File: config.mk
export PLATFORM = sky130hd
export DESIGN_NAME = bus_reg_bank
export DESIGN_NICKNAME = d
export VERILOG_FILES = /design/src/rtl/bus_reg_bank.sv
export SDC_FILE = /design/constraint.sdc
export NUM_CORES = 1
export LEC_CHECK = 0
export BUFFER_PORTS_ARGS = -buffer_cell sky130_fd_sc_hd__buf_2
export CAP_MARGIN = 20
export CORE_ASPECT_RATIO = 0.5
export CORE_MARGIN = 4
export CORE_UTILIZATION = 41
export DETAILED_ROUTE_END_ITERATION = 16
export GPL_TIMING_DRIVEN = 0
export HOLD_SLACK_MARGIN = 0.06
export PLACE_DENSITY = 0.87
export SETUP_SLACK_MARGIN = 0.05
export SLEW_MARGIN = 20
export SYNTH_ARGS = -nofsm -noshare
export SYNTH_HDL_FRONTEND = slang
export SYNTH_SLANG_ARGS = --single-unit
File: constraint.sdc
create_clock -name i_Bus_Clk -period 2.9 [get_ports i_Bus_Clk]
set_input_delay 0.58 -clock i_Bus_Clk [delete_from_list [all_inputs] [get_ports i_Bus_Clk]]
set_output_delay 0.58 -clock i_Bus_Clk [all_outputs]
set_load 0.005 [all_outputs]
File: src/rtl/bus_reg_bank.sv
// bus_reg_bank
//    Bank of up to 16 bus-accessible registers on the FPGA bus. Each register
//    is one of four kinds: read/write, read-only, a self-clearing pulse, or a
//    sticky write-1-to-clear status. The block also produces a write strobe per
//    register and an interrupt built from the sticky status bits.
//
// Parameters
//    BUS_WIDTH   data width (8, 16 or 32); registers sit on BUS_WIDTH/8 byte strides
//    NUM_REGS    number of registers, 1..16
//    INIT        flattened reset values, register n at [n*BUS_WIDTH +: BUS_WIDTH]
//                (only read/write registers use it)
//    RO_MASK     bit n set: register n is read-only
//    W1C_MASK    bit n set: register n is sticky write-1-to-clear
//    PULSE_MASK  bit n set: register n clears itself one cycle after a write
//    If several mask bits are set for one register: RO > W1C > PULSE > RW.
//
// Ports
//    i_Bus_Clk      bus clock; all state changes on its rising edge
//    i_Bus_Rst      synchronous active-high reset
//    i_Bus_CS       chip select; one transaction per cycle while high
//    i_Bus_Wr_Rd_n  1 = write, 0 = read
//    i_Bus_Addr8    byte address
//    i_Bus_Wr_Data  write data
//    o_Bus_Rd_Data  read data; holds until the next read
//    o_Bus_Rd_DV    read data valid, one cycle per read
//    i_Reg          read-only values, or set bits for W1C registers
//    o_Reg          register contents (read-only slices are 0)
//    o_Reg_Wr_Stb   one-cycle write strobe per register
//    o_Irq          registered OR of all W1C register bits

module bus_reg_bank #(
   parameter int                             BUS_WIDTH  = 16,
   parameter int                             NUM_REGS   = 4,
   parameter logic [NUM_REGS*BUS_WIDTH-1:0]  INIT       = '0,
   parameter logic [15:0]                    RO_MASK    = 16'h0000,
   parameter logic [15:0]                    W1C_MASK   = 16'h0000,
   parameter logic [15:0]                    PULSE_MASK = 16'h0000
) (
   input  logic                            i_Bus_Clk,
   input  logic                            i_Bus_Rst,
   input  logic                            i_Bus_CS,
   input  logic                            i_Bus_Wr_Rd_n,
   input  logic [7:0]                      i_Bus_Addr8,
   input  logic [BUS_WIDTH-1:0]            i_Bus_Wr_Data,
   output logic [BUS_WIDTH-1:0]            o_Bus_Rd_Data,
   output logic                            o_Bus_Rd_DV,
   input  logic [NUM_REGS*BUS_WIDTH-1:0]   i_Reg,
   output logic [NUM_REGS*BUS_WIDTH-1:0]   o_Reg,
   output logic [NUM_REGS-1:0]             o_Reg_Wr_Stb,
   output logic                            o_Irq
);

   localparam int BYTES = BUS_WIDTH / 8;
   localparam int SHIFT = $clog2(BYTES);

   // Resolve the mode masks once so each register has exactly one kind.
   localparam logic [15:0] RO_M    = RO_MASK;
   localparam logic [15:0] W1C_M   = W1C_MASK & ~RO_MASK;
   localparam logic [15:0] PULSE_M = PULSE_MASK & ~RO_MASK & ~W1C_MASK;
   localparam logic [15:0] RW_M    = ~(RO_M | W1C_M | PULSE_M);

   logic [BUS_WIDTH-1:0] reg_q [NUM_REGS];
   logic [7:0]           idx;
   logic                 idx_valid;
   logic [NUM_REGS-1:0]  wr_hit;
   logic                 rd_hit;
   logic [BUS_WIDTH-1:0] rd_mux;
   logic                 irq_next;

   // Address decode: the byte-lane bits are dropped, so every byte address
   // inside a register's stride selects that register.
   always_comb begin
      idx       = i_Bus_Addr8 >> SHIFT;
      idx_valid = (idx < 8'(NUM_REGS));
      rd_hit    = i_Bus_CS & ~i_Bus_Wr_Rd_n;
      wr_hit    = '0;
      for (int n = 0; n < NUM_REGS; n++) begin
         wr_hit[n] = i_Bus_CS & i_Bus_Wr_Rd_n & idx_valid & (idx == 8'(n));
      end
   end

   // Read mux: read-only registers show their live input, everything else
   // shows the stored value. An out-of-range index matches nothing and reads 0.
   always_comb begin
      rd_mux = '0;
      for (int n = 0; n < NUM_REGS; n++) begin
         if (idx == 8'(n)) begin
            rd_mux = RO_M[n] ? i_Reg[n*BUS_WIDTH +: BUS_WIDTH] : reg_q[n];
         end
      end
   end

   // The interrupt is the OR of the sticky bits as they stand now; it is
   // registered below, so it trails the status registers by one cycle.
   always_comb begin
      irq_next = 1'b0;
      for (int n = 0; n < NUM_REGS; n++) begin
         if (W1C_M[n]) begin
            irq_next = irq_next | (|reg_q[n]);
         end
      end
   end

   // Register storage. W1C registers update every cycle so set inputs are
   // captured even without bus activity; the set term is OR-ed in after the
   // clear so a simultaneous set wins. Pulse registers fall back to 0
   // whenever they are not being written.
   always_ff @(posedge i_Bus_Clk) begin
      if (i_Bus_Rst) begin
         for (int n = 0; n < NUM_REGS; n++) begin
            reg_q[n] <= RW_M[n] ? INIT[n*BUS_WIDTH +: BUS_WIDTH] : '0;
         end
      end else begin
         for (int n = 0; n < NUM_REGS; n++) begin
            if (RO_M[n]) begin
               reg_q[n] <= '0;
            end else if (W1C_M[n]) begin
               reg_q[n] <= (reg_q[n] & ~(wr_hit[n] ? i_Bus_Wr_Data : '0))
                           | i_Reg[n*BUS_WIDTH +: BUS_WIDTH];
            end else if (PULSE_M[n]) begin
               reg_q[n] <= wr_hit[n] ? i_Bus_Wr_Data : '0;
            end else if (wr_hit[n]) begin
               reg_q[n] <= i_Bus_Wr_Data;
            end
         end
      end
   end

   // Bus-side outputs: strobes, read response and the interrupt. Read data
   // only changes on a read so it stays stable between reads.
   always_ff @(posedge i_Bus_Clk) begin
      if (i_Bus_Rst) begin
         o_Reg_Wr_Stb  <= '0;
         o_Bus_Rd_DV   <= 1'b0;
         o_Bus_Rd_Data <= '0;
         o_Irq         <= 1'b0;
      end else begin
         o_Reg_Wr_Stb <= wr_hit;
         o_Bus_Rd_DV  <= rd_hit;
         o_Irq        <= irq_next;
         if (rd_hit) begin
            o_Bus_Rd_Data <= rd_mux;
         end
      end
   end

   for (genvar g = 0; g < NUM_REGS; g++) begin : g_out
      assign o_Reg[g*BUS_WIDTH +: BUS_WIDTH] = reg_q[g];
   end

endmodule

== Word level (Yosys, flattened, before mapping) ==
Memory sizes are Yosys's and may differ from the RTL's.
Index checks and enable logic that the tools add are counted.

* Register bits after elaboration: 21
* Memory bits (writable): 64
* Input port bits: 92
* Output and inout port bits: 86
* Memories: 1

{| class="wikitable"
|+ Memory list
! name !! words !! bits a word !! rd ports !! clocked after Yosys merged registers in !! write ports !! RTL line !! text
|-
| reg_q || 4 || 16 || 4 || 0 || 4 || 62 || <nowiki>logic [BUS_WIDTH-1:0] reg_q [NUM_REGS];</nowiki>
|}

* Order comparisons: 1
* Equal/unequal tests: 3
* Mux-type cells: 22
* Bitwise gates (word level): 12
* Reduce and logical (&&, ||, !) cells: 1

{| class="wikitable"
|+ Operator list
! kind !! number
|-
| two-way mux 16 bit || 8
|-
| == test 7 x 2 -> 1 bit (second input constant) || 2
|-
| two-way mux 1 bit || 14
|-
| zero test 8 bit || 1
|-
| AND 1 bit || 7
|-
| == test 7 x 1 -> 1 bit (second input constant) || 1
|-
| < comparator 7 x 3 -> 1 bit (second input constant) || 1
|-
| bitwise OR 1 bit || 4
|-
| NOT 1 bit || 1
|}

== Depth between registers and ports, before layout ==
Gate-level depths: netlist of run 1.

* Depth after elaboration: 7
* Gate-level depth with buffers: 5
* Gate-level depth less buffers: 3

== Worst setup path before layout of run 1 ==
No wires, ideal clock.

* Kind: input to register
* Start: in i_Bus_Addr8[3]
* End: mem reg_q[0][0], enable pin
* Setup time: 0.411 ns
* Arrival time: 2.709 ns
* Required time: 2.489 ns
* Setup slack: -0.220 ns
* Stages: 4
* Buffers on the path: 1
* Cells stage by stage: nor4_4 > or4b_1 > buf_2 > o21ai_0

{| class="wikitable"
|+ RTL lines
! item !! RTL line !! text
|-
| start: declaration || 43 || <nowiki>input logic [7:0] i_Bus_Addr8,</nowiki>
|-
| end: declaration || 62 ||
|}

==> summary.txt, run 1 <==
Status
  • Status: finished, final reports clean

Setup path
  • Worst Path Arrival: between 2 and 2.5 ns
  • Startpoint type of the worst setup path: input pin
  • Crit-path max FO: 11
  • Startpoint-to-endpoint class of the critical path: in -> reg
  • Critical path data required time: 2.95 ns
  • CP Capture Type: flop
  • Depth of the worst register-to-register path: 2

Pwr
  • Share of power burned in registers: a little under half
  • Leakage component of the power: 0.001713 uW
  • Clock network power share: 44.9%
  • Internal power consumption: about 2300 uW
  • Maximum vdd drop: 0.3501 mV
  • Net switching power of the design: 597.6 uW
  • Fraction of power spent switching nets: around 21%
  • Total power consumption of the routed design: 2887 uW
  • Combinational share of power: 7.3%
  • Pwr dens: 634.8 nW/um^2

Place
  • Total of buffers placed on input and output ports: 111
  • Post-place setup slack: 0.2033 ns
  • Post-DP Area: 4205 um^2
  • Gpl congestion: 0.8447
  • Detailed placement HPWL: about 6700 um

Routing
  • Final Routed Wirelength: approximately 9700 um
  • Detailed Routing Iterations Pass 1: 5
  • Avg WL per Cell: 20.23 um
  • Count of vias placed by the detailed router: 2612
  • Initial drt markers: 242
  • Per-cell via count in the routed design: 5.419
  • Routed Antenna Nets: 0
  • Drc violations: 0

STA
  • Worst Setup Slack, final: 0.5062 ns
  • Final cycle utilization of the critical path: 82.55%
  • Unrepaired setup endpoints after global routing: false
  • Worst Max-Slew Pin Slew: 0.6925 ns
  • Max Clock Freq: 417.7 MHz
  • Worst-case headroom to the max-slew limit: a little over half
  • Largest clock skew in the final design: approximately 0.0033 ns
  • Final Max Slew Viols: 0
  • Number of failing setup endpoints in the final timing report: 0
  • Hold violation count in the final report: 0
  • Minimum clock period: 2.394 ns
  • Worst hold slack: 0.4910 ns

CTS
  • Clock buffer depth: 2
  • Number of gates given a new drive strength after cts: 0
  • Hold-fix buffers, CTS: 0
  • TritonCTS Buffers: 9
  • Worst skew pair latency: 0.33 ns
  • Clock tree sinks: 85
  • Clock transition at the registers of the reported paths: 0.06 ns
  • CTS tree: done
  • Setup fix buffers added after clock tree synthesis: 0
  • Number of H-tree levels: 3
  • Clk root buf: sky130_fd_sc_hd__clkbuf_16

Synth
  • Share of the synthesized area in compound gates (AO/OA/AOI/OAI): ~5.2%
  • Mean instance size in the synthesized netlist: around 15 um^2
  • Dominant combinational cell family by area after synthesis: simple AND/OR/NAND/NOR gates
  • Cell count after synthesis: 237
  • Netlist Area Pre-Place: 3438 um^2
  • Fraction of synthesized area in multiplexers: 10.48%
  • Number of flip-flops and latches in the synthesized netlist: 85
  • Nets in the synthesized netlist: about 330
  • Sequential cell area fraction in the yosys report: 68.12%
  • Synth Area in Simple Gates: between 10% and 20%
  • Number of unique standard cell types used by synthesis: 23
  • Count of warnings emitted by yosys: 0
  • XOR/XNOR share of the synthesized area: 0%
  • Adder-Cell Fraction of Synth Area: 0%

Layout
  • Synthesis-to-finish area growth: 32.28%
  • Final-layout fill cell count: 600
  • Ratio of cells with drive above 1 in the final layout: 45.92%
  • Total number of nets in the final design: 455
  • Design area: 4548 um^2

Global route
  • First-pass GRT wire length: 14370 um
  • Vias in the first global route: ~2600
  • Antenna violations before repair: 0
  • Aggregate global routing overflow: 0
  • GRT Util Overall: 19.56%
  • Maximum number of pins on one net before global-route repair: 15

Floorplanning
  • Die width: 137.5 um
  • IO Count: approximately 180
  • Number of rows created at floorplan: 23
  • Y dimension of the die: 72.76 um
  • Die Area: 10000 um^2
  • Standard cell core area: slightly above 8000 um^2
  • Starting density of the core: between 40 and 50%

Min path
  • Hold-critical path depth: 1
  • Worst min-delay path class: reg -> reg

Flow run
  • Total of max-cap violations: 0
-- area by class of cell --
type / count / area [um^2] / share of cell area (%)
clock inverters: 7 / 112.6 / 2.476
inverters: 1 / 3.754 / 0.08253
flip-flops and latches: 85 / 2342 / 51.50
repair buffers: 115 / 611.8 / 13.45
diodes: 2 / 5.005 / 0.1100
plain buffers: 19 / 93.84 / 2.063
clock buffers: 9 / 225.2 / 4.952
multi-input cells: 132 / 1013 / 22.28
well taps: 112 / 140.1 / 3.081
-- registers in the layout, indices dropped and copies added (netlist names) --
name / flops
o_Bus_Rd_DV: 1
o_Bus_Rd_Data: 16
o_Reg_Wr_Stb: 4
reg_q: 64
-- metal layers --
layer	track usage (%)	routed length, um	share of wire, %
met5	0	0	0
met4	8.628	252	2.6
met3	5.785	835	8.6
met2	34.88	5190	53
met1	22.00	3471	36
-- synth_stat cells, drive strengths merged --
| cell type | instances | area, um^2 |
|---|---|---|
| a32o | 16 | 160.2 |
| and3b | 1 | 8.760 |
| buf | 8 | 52.54 |
| clkbuf | 11 | 41.29 |
| conb | 1 | 3.750 |
| dfxtp | 21 | 420.4 |
| edfxtp | 64 | 1922 |
| inv | 1 | 3.750 |
| mux4 | 16 | 360.4 |
| nand2 | 17 | 63.81 |
| nand2b | 1 | 6.260 |
| nand3 | 1 | 5.000 |
| nand4b | 1 | 8.760 |
| nand4bb | 2 | 22.52 |
| nor2 | 69 | 284.0 |
| nor4 | 1 | 21.27 |
| nor4b | 1 | 23.77 |
| o21ai | 4 | 20.02 |
| or4b | 1 | 10.01 |
-- worst paths after layout --
path / from / slack [ns] / end
worst max-delay path: i_Bus_Addr8[1] / 0.51 / reg_q[0][54]$_SDFFCE_PN0P_
worst min-delay path: o_Bus_Rd_Data[0]$_SDFFE_PP0P_ / 0.49 / o_Bus_Rd_Data[0]$_SDFFE_PP0P_
worst max register to register: reg_q[0][59]$_SDFFCE_PN0P_ / 1.62 / o_Bus_Rd_Data[11]$_SDFFE_PP0P_
worst min register to register: o_Bus_Rd_Data[0]$_SDFFE_PP0P_ / 0.49 / o_Bus_Rd_Data[0]$_SDFFE_PP0P_
-- critical path, stage by stage --
cell and delay [ns]:
sky130_fd_sc_hd__buf_2 0.09, sky130_fd_sc_hd__buf_4 0.22, sky130_fd_sc_hd__buf_4 0.28, sky130_fd_sc_hd__nand4b_1 0.44
sky130_fd_sc_hd__o21ai_2 0.59, sky130_fd_sc_hd__buf_8 0.23
-- power by group through the flow --
stage	sequential [uW]	combinational (uW)	clock (uW)
floorplan	1410	89.2	0
global placement	1400	192	0
detailed placement	1400	209	0
CTS	1380	212	1300
global route	1380	224	1350
finish	1380	212	1300
-- per-stage QoR --
step	utilization, %	cells	TNS (ns)
6_report	56.24	482	0
5_1_grt	56.18	480	0
4_1_cts	56.18	480	0
3_5_place_dp	52.00	464	0
3_3_place_gp	51.12	460	-45.45
2_1_floorplan	-	237	0
-- cells in the final DEF, fill, tap and decap left out, types with 3 or more instances in the layout --
cell type                   netlist  layout
sky130_fd_sc_hd__mux4_2          16      16
sky130_fd_sc_hd__o21ai_2          0       4
sky130_fd_sc_hd__clkbuf_1        11      11
sky130_fd_sc_hd__clkbuf_16        0       9
sky130_fd_sc_hd__bufinv_16        0       3
sky130_fd_sc_hd__nor2_2          10      10
sky130_fd_sc_hd__nor2_1          59      59
sky130_fd_sc_hd__a32o_1          16      16
sky130_fd_sc_hd__buf_8            0       3
sky130_fd_sc_hd__dfxtp_1         21      21
sky130_fd_sc_hd__edfxtp_1        64      64
sky130_fd_sc_hd__buf_4            3       3
sky130_fd_sc_hd__nand2_1         17      17
sky130_fd_sc_hd__buf_2            3     114
-- logic make-up after synthesis --
family	Yosys count
AO/OA/AOI/OAI	20
buffers and inverters	20
flip-flops	85
multiplexers	16
other	1
AND/OR/NAND/NOR	95
Power figures use the tool's default switching activity.
==> inputs of run 2 (changes only) <==
- ABC_AREA: not set -> 1
- CORE_UTILIZATION: 41 -> 42
- clock period: 2.9 -> 2 ns (I/O delays scaled with it)
==> summary.txt, run 2 <==
Status
  • Status: finished, final reports clean (unchanged)

Synth
  • Synth Area in Simple Gates: 23.17% (was 13.21%)
  • Cell count after synthesis: 409 (was 237)
  • Share of the synthesized area in compound gates (AO/OA/AOI/OAI): 7.210% (was 5.240%)
  • Portion of synthesized cell area occupied by the leading cell type: 49.44% (was 55.90%)
  • Sequential cell area fraction in the yosys report: 60.25% (was 68.12%)
  • Netlist Area Pre-Place: 3887 um^2 (was 3438 um^2)
  • Dominant combinational cell family by area after synthesis: simple AND/OR/NAND/NOR gates (unchanged)
  • Mean instance size in the synthesized netlist: 9.505 um^2 (was 14.51 um^2)
  • Share of flip-flops with an asynchronous set or reset after synthesis: 0% (unchanged)
  • Count of flip-flops with a built-in enable after synthesis: 64 (unchanged)
  • Ranking of synthesized cells by area: sky130_fd_sc_hd__edfxtp_1 (49%), sky130_fd_sc_hd__dfxtp_1 (11%), sky130_fd_sc_hd__nand2_1 (7.3%) (was sky130_fd_sc_hd__edfxtp_1 (56%), sky130_fd_sc_hd__dfxtp_1 (12%), sky130_fd_sc_hd__mux4_2 (10%))
  • Fraction of synthesized area in multiplexers: 0% (was 10.48%)
  • Dominant cell by count in the synthesized netlist: sky130_fd_sc_hd__nand2_1 (was sky130_fd_sc_hd__edfxtp_1)
  • Most area-hungry cell type in the Yosys netlist: sky130_fd_sc_hd__edfxtp_1 (unchanged)
  • Adder-Cell Fraction of Synth Area: 0% (unchanged)
  • Number of unique standard cell types used by synthesis: 24 (was 23)
  • Dominant register cell in the synthesized netlist: sky130_fd_sc_hd__edfxtp_1 (unchanged)
  • Nets in the synthesized netlist: 501 (was 329)
  • Top cell types by occurrence after synthesis: sky130_fd_sc_hd__nand2_1 (76), sky130_fd_sc_hd__edfxtp_1 (64), sky130_fd_sc_hd__nor2_1 (58) (was sky130_fd_sc_hd__edfxtp_1 (64), sky130_fd_sc_hd__nor2_1 (59), sky130_fd_sc_hd__dfxtp_1 (21))
  • XOR/XNOR share of the synthesized area: 0% (unchanged)
  • Count of warnings emitted by yosys: 0 (unchanged)
  • Number of flip-flops and latches in the synthesized netlist: 85 (unchanged)

Place
  • Gpl congestion: 0.8301 (was 0.8447)
  • Post-place setup slack: -0.3186 ns (was 0.2033 ns)
  • Total of buffers placed on input and output ports: 109 (was 111)
  • Detailed placement HPWL: 7938 um (was 6718 um)

Layout
  • Synthesis-to-finish area growth: 26.23% (was 32.28%)
  • Final-layout fill cell count: 683 (was 600)
  • Reg with most FFs: reg_q (unchanged)
  • Most common cell after layout, fill and taps aside: sky130_fd_sc_hd__buf_2 (unchanged)
  • Regs by FF count: reg_q: 64 flops, o_Bus_Rd_Data: 16 flops, o_Reg_Wr_Stb: 4 flops (unchanged)
  • Antenna diode instance count: 0 (was 2)
  • Total number of nets in the final design: 621 (was 455)
  • Max FFs per register: 64 (unchanged)
  • Ratio of cells with drive above 1 in the final layout: 31.84% (was 45.92%)
  • Most used cells in the layout excluding fill and tap cells: sky130_fd_sc_hd__buf_2 (115), sky130_fd_sc_hd__nand2_1 (75), sky130_fd_sc_hd__edfxtp_1 (64), sky130_fd_sc_hd__nor2_1 (58), sky130_fd_sc_hd__inv_1 (57) (was sky130_fd_sc_hd__buf_2 (114), sky130_fd_sc_hd__edfxtp_1 (64), sky130_fd_sc_hd__nor2_1 (59), sky130_fd_sc_hd__dfxtp_1 (21), sky130_fd_sc_hd__nand2_1 (17))

Floorplanning
  • Die Area: 10950 um^2 (was 10000 um^2)
  • Standard cell core area: 8859 um^2 (was 8087 um^2)
  • IO Count: 178 (unchanged)
  • Y dimension of the die: 76.03 um (was 72.76 um)
  • Starting density of the core: 43.88% (was 42.52%)
  • Die width: 144.1 um (was 137.5 um)
  • Number of rows created at floorplan: 24 (was 23)

Setup path
  • Crit-path max FO: 16 (was 11)
  • Critical path data required time: 2.00 ns (was 2.95 ns)
  • Worst Path Arrival: 1.81 ns (was 2.44 ns)
  • CP max stage cell: sky130_fd_sc_hd__nor3_4 (was sky130_fd_sc_hd__o21ai_2)
  • Depth of the worst register-to-register path: 6 (was 2)
  • Startpoint type of the worst setup path: input pin (unchanged)
  • Chain of cells forming the critical path: buf_2 > buf_4 > nand2_2 > nor3_4 > buf_4 > nand2_1 > nand2_2 (was buf_2 > buf_4 > buf_4 > nand4b_1 > o21ai_2 > buf_8)
  • CP Capture Type: flop (unchanged)
  • Largest incremental delay on the critical path: 0.42 ns (was 0.59 ns)
  • Startpoint-to-endpoint class of the critical path: in -> reg (unchanged)

STA
  • Worst hold slack: 0.4369 ns (was 0.4910 ns)
  • Hold violation count in the final report: 0 (unchanged)
  • Worst Max-Slew Pin Slew: 0.7269 ns (was 0.6925 ns)
  • Setup_tns: 0 ns (unchanged)
  • Max Clock Freq: 551.5 MHz
  • Worst-case headroom to the max-slew limit: 51.42% (was 53.83%)
  • Final cycle utilization of the critical path: 90.66%
  • Minimum clock period: 1.813 ns
  • Number of failing setup endpoints in the final timing report: 0 (unchanged)
  • Largest clock skew in the final design: 0.004251 ns (was 0.003277 ns)
  • Worst Setup Slack, final: 0.1868 ns (was 0.5062 ns)
  • Unrepaired setup endpoints after global routing: false (unchanged)
  • Final Max Slew Viols: 0 (unchanged)

CTS
  • CTS tree: done (unchanged)
  • Clock buffer depth: 2 (unchanged)
  • Number of gates given a new drive strength after cts: 1 (was 0)
  • Worst skew pair latency: 0.34 ns (was 0.33 ns)
  • Hold-fix buffers, CTS: 0 (unchanged)
  • Clock tree sinks: 85 (unchanged)
  • Clock transition at the registers of the reported paths: 0.06 ns (about the same)
  • Number of H-tree levels: 3 (unchanged)
  • Setup fix buffers added after clock tree synthesis: 0 (unchanged)
  • TritonCTS Buffers: 9 (unchanged)
  • Clk root buf: sky130_fd_sc_hd__clkbuf_16 (unchanged)

Routing
  • Initial drt markers: 551 (was 242)
  • Avg WL per Cell: 16.69 um (was 20.23 um)
  • Per-cell via count in the routed design: 5.181 (was 5.419)
  • Routed Antenna Nets: 0 (unchanged)
  • Detailed Routing Iterations Pass 1: 5 (unchanged)
  • Final Routed Wirelength: 10860 um (was 9749 um)
  • Count of vias placed by the detailed router: 3373 (was 2612)
  • Drc violations: 0 (unchanged)

Global route
  • Aggregate global routing overflow: 0 (unchanged)
  • Vias in the first global route: 3225 (was 2642)
  • Antenna violations before repair: 0 (unchanged)
  • GRT Util Overall: 19.81% (was 19.56%)
  • First-pass GRT wire length: 16840 um (was 14370 um)
  • Maximum number of pins on one net before global-route repair: 17 (was 15)

Flow run
  • Total of max-cap violations: 0 (unchanged)

Pwr
  • Leakage component of the power: 0.002294 uW (was 0.001713 uW)
  • Pwr dens: 821.2 nW/um^2 (was 634.8 nW/um^2)
  • Maximum vdd drop: 0.4522 mV (was 0.3501 mV)

Min path
  • Worst min-delay path class: in -> reg (was reg -> reg)
  • Hold-critical path depth: 3 (was 1)
-- run 2: changes by cell type after synthesis, sizes merged, moves of 6 or more --
cell / change
a21oi: +32
a32o: -16
buf: +6
nand2: +64
mux4: -16
nand3: +35
o211ai: +16
inv: +60
-- run 2: path summary, 6_finish.rpt --
kind | startpoint | endpoint | slack, ns
hold / removal | i_Bus_Wr_Data[10] | reg_q[0][42]$_SDFFCE_PN0P_ | 0.44
setup / recovery | i_Bus_Addr8[1] | reg_q[0][58]$_SDFFCE_PN0P_ | 0.19
hold reg to reg | o_Bus_Rd_Data[12]$_SDFFE_PP0P_ | o_Bus_Rd_Data[12]$_SDFFE_PP0P_ | 0.46
setup reg to reg | reg_q[0][19]$_SDFFCE_PN0P_ | o_Bus_Rd_Data[3]$_SDFFE_PP0P_ | 0.95
-- run 2: logic make-up after synthesis --
family          Yosys count
flops                    85
buf+inv                  83
other cells               1
compound gates           48
simple gates            192
-- run 2: critical path, delay by kind of cell --
family | cells | cell delay, ns
AND/OR/NAND/NOR | 4 | 0.88
buffers and inverters | 3 | 0.54
-- run 2: cell type report --
cell class                      instances  area (um^2)  area share (%)
Inverter                               62        232.7           4.742
Tap cell                              117        146.4           2.983
Clock buffer                           13        302.8           6.170
Multi-Input combinational cell        241         1187           24.20
Clock inverter                          3        22.52          0.4589
Buffer                                 21        127.6           2.601
Timing Repair Buffer                  109        545.5           11.12
Sequential cell                        85         2342           47.73
-- run 2: power by group --
| part | switching [uW] | total [uW] | leakage [uW] | internal (uW) |
|---|---|---|---|---|
| registers | 43.7 | 2010 | 0.000777 | 1960 |
| logic | 192 | 286 | 0.00136 | 93.9 |
| clock network | 673 | 1740 | 0.000162 | 1060 |
| total | 909 | 4030 | 0.00229 | 3120 |
-- run 2: stage by stage --
step                util [%]  power (uW)  std cells  cell area [um^2]
global placement       51.69        2307        635              4579
finish                 55.40        4030        651              4907
CTS                    55.40        4027        651              4907
floorplan                  -        2168        409              3887
detailed placement     51.69        2319        635              4579
global route           55.40        4149        651              4907
-- run 2: layer usage --
layer  global-route usage (%)  vias up  part of all wire, %
met2                    32.14      193                   47
li1                         -     1570                    -
met3                    5.768       38                  9.0
met1                    25.61     1572                   41
met5                        0        -                    0
met4                    6.297        0                  3.2
==> inputs of run 3 (changes only) <==
- CORE_UTILIZATION: 42 -> 28
- PLACE_DENSITY: 0.87 -> 0.63
- RECOVER_POWER: not set -> 100
- clock period: 2 -> 1.9 ns (I/O delays scaled with it)
==> summary.txt, run 3 (same netlist as run 2, synthesis figures left out) <==
Min path
  • Hold-critical path depth: 3 (unchanged)
  • Hold Path End: reg_q[0][41]$_SDFFCE_PN0P_ (was reg_q[0][42]$_SDFFCE_PN0P_)
  • Critical hold path startpoint: i_Bus_Wr_Data[9] (was i_Bus_Wr_Data[10])
  • Worst min-delay path class: in -> reg (unchanged)

CTS
  • Clock transition at the registers of the reported paths: 0.06 ns (about the same)
  • TritonCTS Buffers: 9 (unchanged)
  • CTS tree: done (unchanged)
  • Clock buffer depth: 2 (unchanged)
  • Clk root buf: sky130_fd_sc_hd__clkbuf_16 (unchanged)
  • Clock tree sinks: 85 (unchanged)
  • Worst skew pair latency: 0.34 ns (about the same)
  • Number of H-tree levels: 3 (unchanged)

Routing
  • Per-cell via count in the routed design: 4.284 (was 5.181)
  • Avg WL per Cell: 14.61 um (was 16.69 um)
  • Final Routed Wirelength: 10650 um (was 10860 um)
  • Initial drt markers: 229 (was 551)
  • Count of vias placed by the detailed router: 3123 (was 3373)
  • Detailed Routing Iterations Pass 1: 4 (was 5)
  • Routed Antenna Nets: 0 (unchanged)
  • Drc violations: 0 (unchanged)

Floorplanning
  • IO Count: 178 (unchanged)
  • Standard cell core area: 13550 um^2 (was 8859 um^2)
  • Starting density of the core: 28.69% (was 43.88%)
  • Die width: 174.6 um (was 144.1 um)
  • Die Area: 15950 um^2 (was 10950 um^2)
  • Y dimension of the die: 91.32 um (was 76.03 um)
  • Number of rows created at floorplan: 30 (was 24)

Setup path
  • Largest incremental delay on the critical path: 0.30 ns (was 0.42 ns)
  • Crit-path max FO: 10 (was 16)
  • Endpoint of the most critical register-to-register path: o_Bus_Rd_Data[8]$_SDFFE_PP0P_ (was o_Bus_Rd_Data[3]$_SDFFE_PP0P_)
  • CP max stage cell: sky130_fd_sc_hd__buf_2 (was sky130_fd_sc_hd__nor3_4)
  • CP Capture Type: flop (unchanged)
  • Depth of the worst register-to-register path: 6 (unchanged)
  • Startpoint type of the worst setup path: input pin (unchanged)
  • Worst flop-to-flop path startpoint: reg_q[0][8]$_SDFFCE_PN0P_ (was reg_q[0][19]$_SDFFCE_PN0P_)
  • Top Family by Delay on Critical Path: simple AND/OR/NAND/NOR gates (unchanged)
  • CP Buf/Inv Count: 3 (unchanged)
  • Worst Path Arrival: 1.87 ns (was 1.81 ns)
  • Worst setup slack for register-to-register paths: 0.90 ns (was 0.95 ns)
  • Critical path data required time: 2.09 ns (was 2.00 ns)
  • Chain of cells forming the critical path: buf_2 > nor2_1 > nand2_1 > nor2_8 > inv_2 > nor2_4 > nand3_1 > buf_2 > nor2_1 (was buf_2 > buf_4 > nand2_2 > nor3_4 > buf_4 > nand2_1 > nand2_2)
  • Worst path depth: 9 (was 7)
  • Startpoint-to-endpoint class of the critical path: in -> reg (unchanged)

Pwr
  • Maximum vdd drop: 0.3788 mV (was 0.4522 mV)
  • Leakage component of the power: 0.002108 uW (was 0.002294 uW)
  • Total power consumption of the routed design: 3933 uW (was 4030 uW)
  • Pwr dens: 809.3 nW/um^2 (was 821.2 nW/um^2)

Global route
  • GRT Util Overall: 13.29% (was 19.81%)
  • Antenna violations before repair: 0 (unchanged)
  • Aggregate global routing overflow: 0 (unchanged)
  • Vias in the first global route: 3021 (was 3225)
  • First-pass GRT wire length: 16390 um (was 16840 um)
  • Maximum number of pins on one net before global-route repair: 17 (unchanged)

Place
  • Detailed placement HPWL: 8262 um (was 7938 um)
  • Post-DP Area: 4676 um^2 (was 4579 um^2)
  • Total of buffers placed on input and output ports: 109 (unchanged)
  • Gpl congestion: 0.8199 (was 0.8301)

Layout
  • Reg with most FFs: reg_q (unchanged)
  • Most used cells in the layout excluding fill and tap cells: sky130_fd_sc_hd__nand2_1 (73), sky130_fd_sc_hd__nor2_1 (66), sky130_fd_sc_hd__edfxtp_1 (64), sky130_fd_sc_hd__buf_2 (63), sky130_fd_sc_hd__clkbuf_1 (60) (was sky130_fd_sc_hd__buf_2 (115), sky130_fd_sc_hd__nand2_1 (75), sky130_fd_sc_hd__edfxtp_1 (64), sky130_fd_sc_hd__nor2_1 (58), sky130_fd_sc_hd__inv_1 (57))
  • Most common cell after layout, fill and taps aside: sky130_fd_sc_hd__nand2_1 (was sky130_fd_sc_hd__buf_2)
  • Antenna diode instance count: 0 (unchanged)
  • Design area: 4860 um^2 (was 4907 um^2)
  • Synthesis-to-finish area growth: 25.01% (was 26.23%)
  • Total number of nets in the final design: 624 (was 621)
  • Ratio of cells with drive above 1 in the final layout: 20.30% (was 31.84%)
  • Regs by FF count: reg_q: 64 flops, o_Bus_Rd_Data: 16 flops, o_Reg_Wr_Stb: 4 flops (unchanged)
  • Max FFs per register: 64 (unchanged)

STA
  • Largest clock skew in the final design: 0.005820 ns (was 0.004251 ns)
  • Unrepaired setup endpoints after global routing: false (unchanged)
  • Minimum clock period: 1.680 ns
  • Max Clock Freq: 595.3 MHz
  • Number of failing setup endpoints in the final timing report: 0 (unchanged)
  • Worst Max-Slew Pin Slew: 0.5121 ns (was 0.7269 ns)
  • Final cycle utilization of the critical path: 88.41%
  • Final Max Slew Viols: 0 (unchanged)
  • Hold violation count in the final report: 0 (unchanged)
  • Worst-case headroom to the max-slew limit: 65.86% (was 51.42%)

Status
  • Status: finished, final reports clean (unchanged)

Flow run
  • Total of max-cap violations: 0 (unchanged)
## run 3: cell types whose count changed in the layout (fill, tap and decap cells not counted), moves of 3 or more
cell and change:
sky130_fd_sc_hd__nand3_1 +3, sky130_fd_sc_hd__nor2_1 +8, sky130_fd_sc_hd__buf_4 +3, sky130_fd_sc_hd__clkbuf_1 +53, sky130_fd_sc_hd__buf_2 -52, sky130_fd_sc_hd__nor2_2 -8
## run 3: metrics by stage
stage / worst slack (ns) / utilization (%) / TNS, ns / hold slack (ns) / instances
final: 0.2203 / 35.86 / 0 / 0.4149 / 729
after global routing: 0.08784 / 35.86 / 0 / 0.4312 / 729
after CTS: 0.1203 / 36.42 / 0 / 0.4087 / 726
after detailed placement: -0.2381 / 34.51 / -13.67 / 0.4557 / 710
after global placement: -0.2064 / 34.51 / -10.37 / 0.4516 / 710
after floorplan: 0.1434 / - / 0 / 0.4618 / 409
## run 3: how the worst max path moves through the flow
| stage | start | endpoint | slack (ns) |
|---|---|---|---|
| after floorplan | i_Bus_Addr8[4] | reg_q[0][48]$_SDFFCE_PN0P_ | 0.14 |
| after global placement | i_Bus_Addr8[1] | reg_q[0][51]$_SDFFCE_PN0P_ | -0.21 |
| after detailed placement | i_Bus_Addr8[6] | reg_q[0][51]$_SDFFCE_PN0P_ | -0.24 |
| after CTS | i_Bus_Addr8[6] | reg_q[0][51]$_SDFFCE_PN0P_ | 0.12 |
| after global routing | i_Bus_Addr8[6] | reg_q[0][44]$_SDFFCE_PN0P_ | 0.09 |
| final | i_Bus_Addr8[6] | reg_q[0][29]$_SDFFCE_PN0P_ | 0.22 |
## run 3: worst min-delay path: cells and delay by family
| family | cells | cell delay, ns |
|---|---|---|
| buffers and inverters | 2 | 0.15 |
| AND/OR/NAND/NOR | 1 | 0.11 |
## run 3: area by class of cell
cell class | count | area (um^2)
inverters | 62 | 232.7
plain buffers | 21 | 125.1
flip-flops and latches | 85 | 2342
clock inverters | 6 | 30.03
clock buffers | 10 | 229.0
fillers | 1397 | 8691
repair buffers | 112 | 505.5
multi-input cells | 241 | 1155
well taps | 192 | 240.2
## run 3: repair_timing
| item | CTS | global route |
|---|---|---|
| buffers inserted | 0 | 3 |
| endpoints found under the setup margin | 0 | 64 |
| hold buffers | 0 | 0 |
| resized for setup | 0 | 4 |
## run 3: routing by layer
metal / wire length (um) / up-vias / track usage [%] / part of all wire [%]
met5: 0 / - / 0 / 0
met4: 138 / 0 / 3.135 / 1.3
met3: 714 / 12 / 4.243 / 6.7
met2: 5138 / 91 / 21.81 / 48
met1: 4658 / 1453 / 17.21 / 44
li1: - / 1567 / - / -
## run 3: where the power goes
| group | internal, uW | switching, uW |
|---|---|---|
| sequential | 2070 | 43.5 |
| clock | 867 | 673 |
| combinational | 88.9 | 193 |
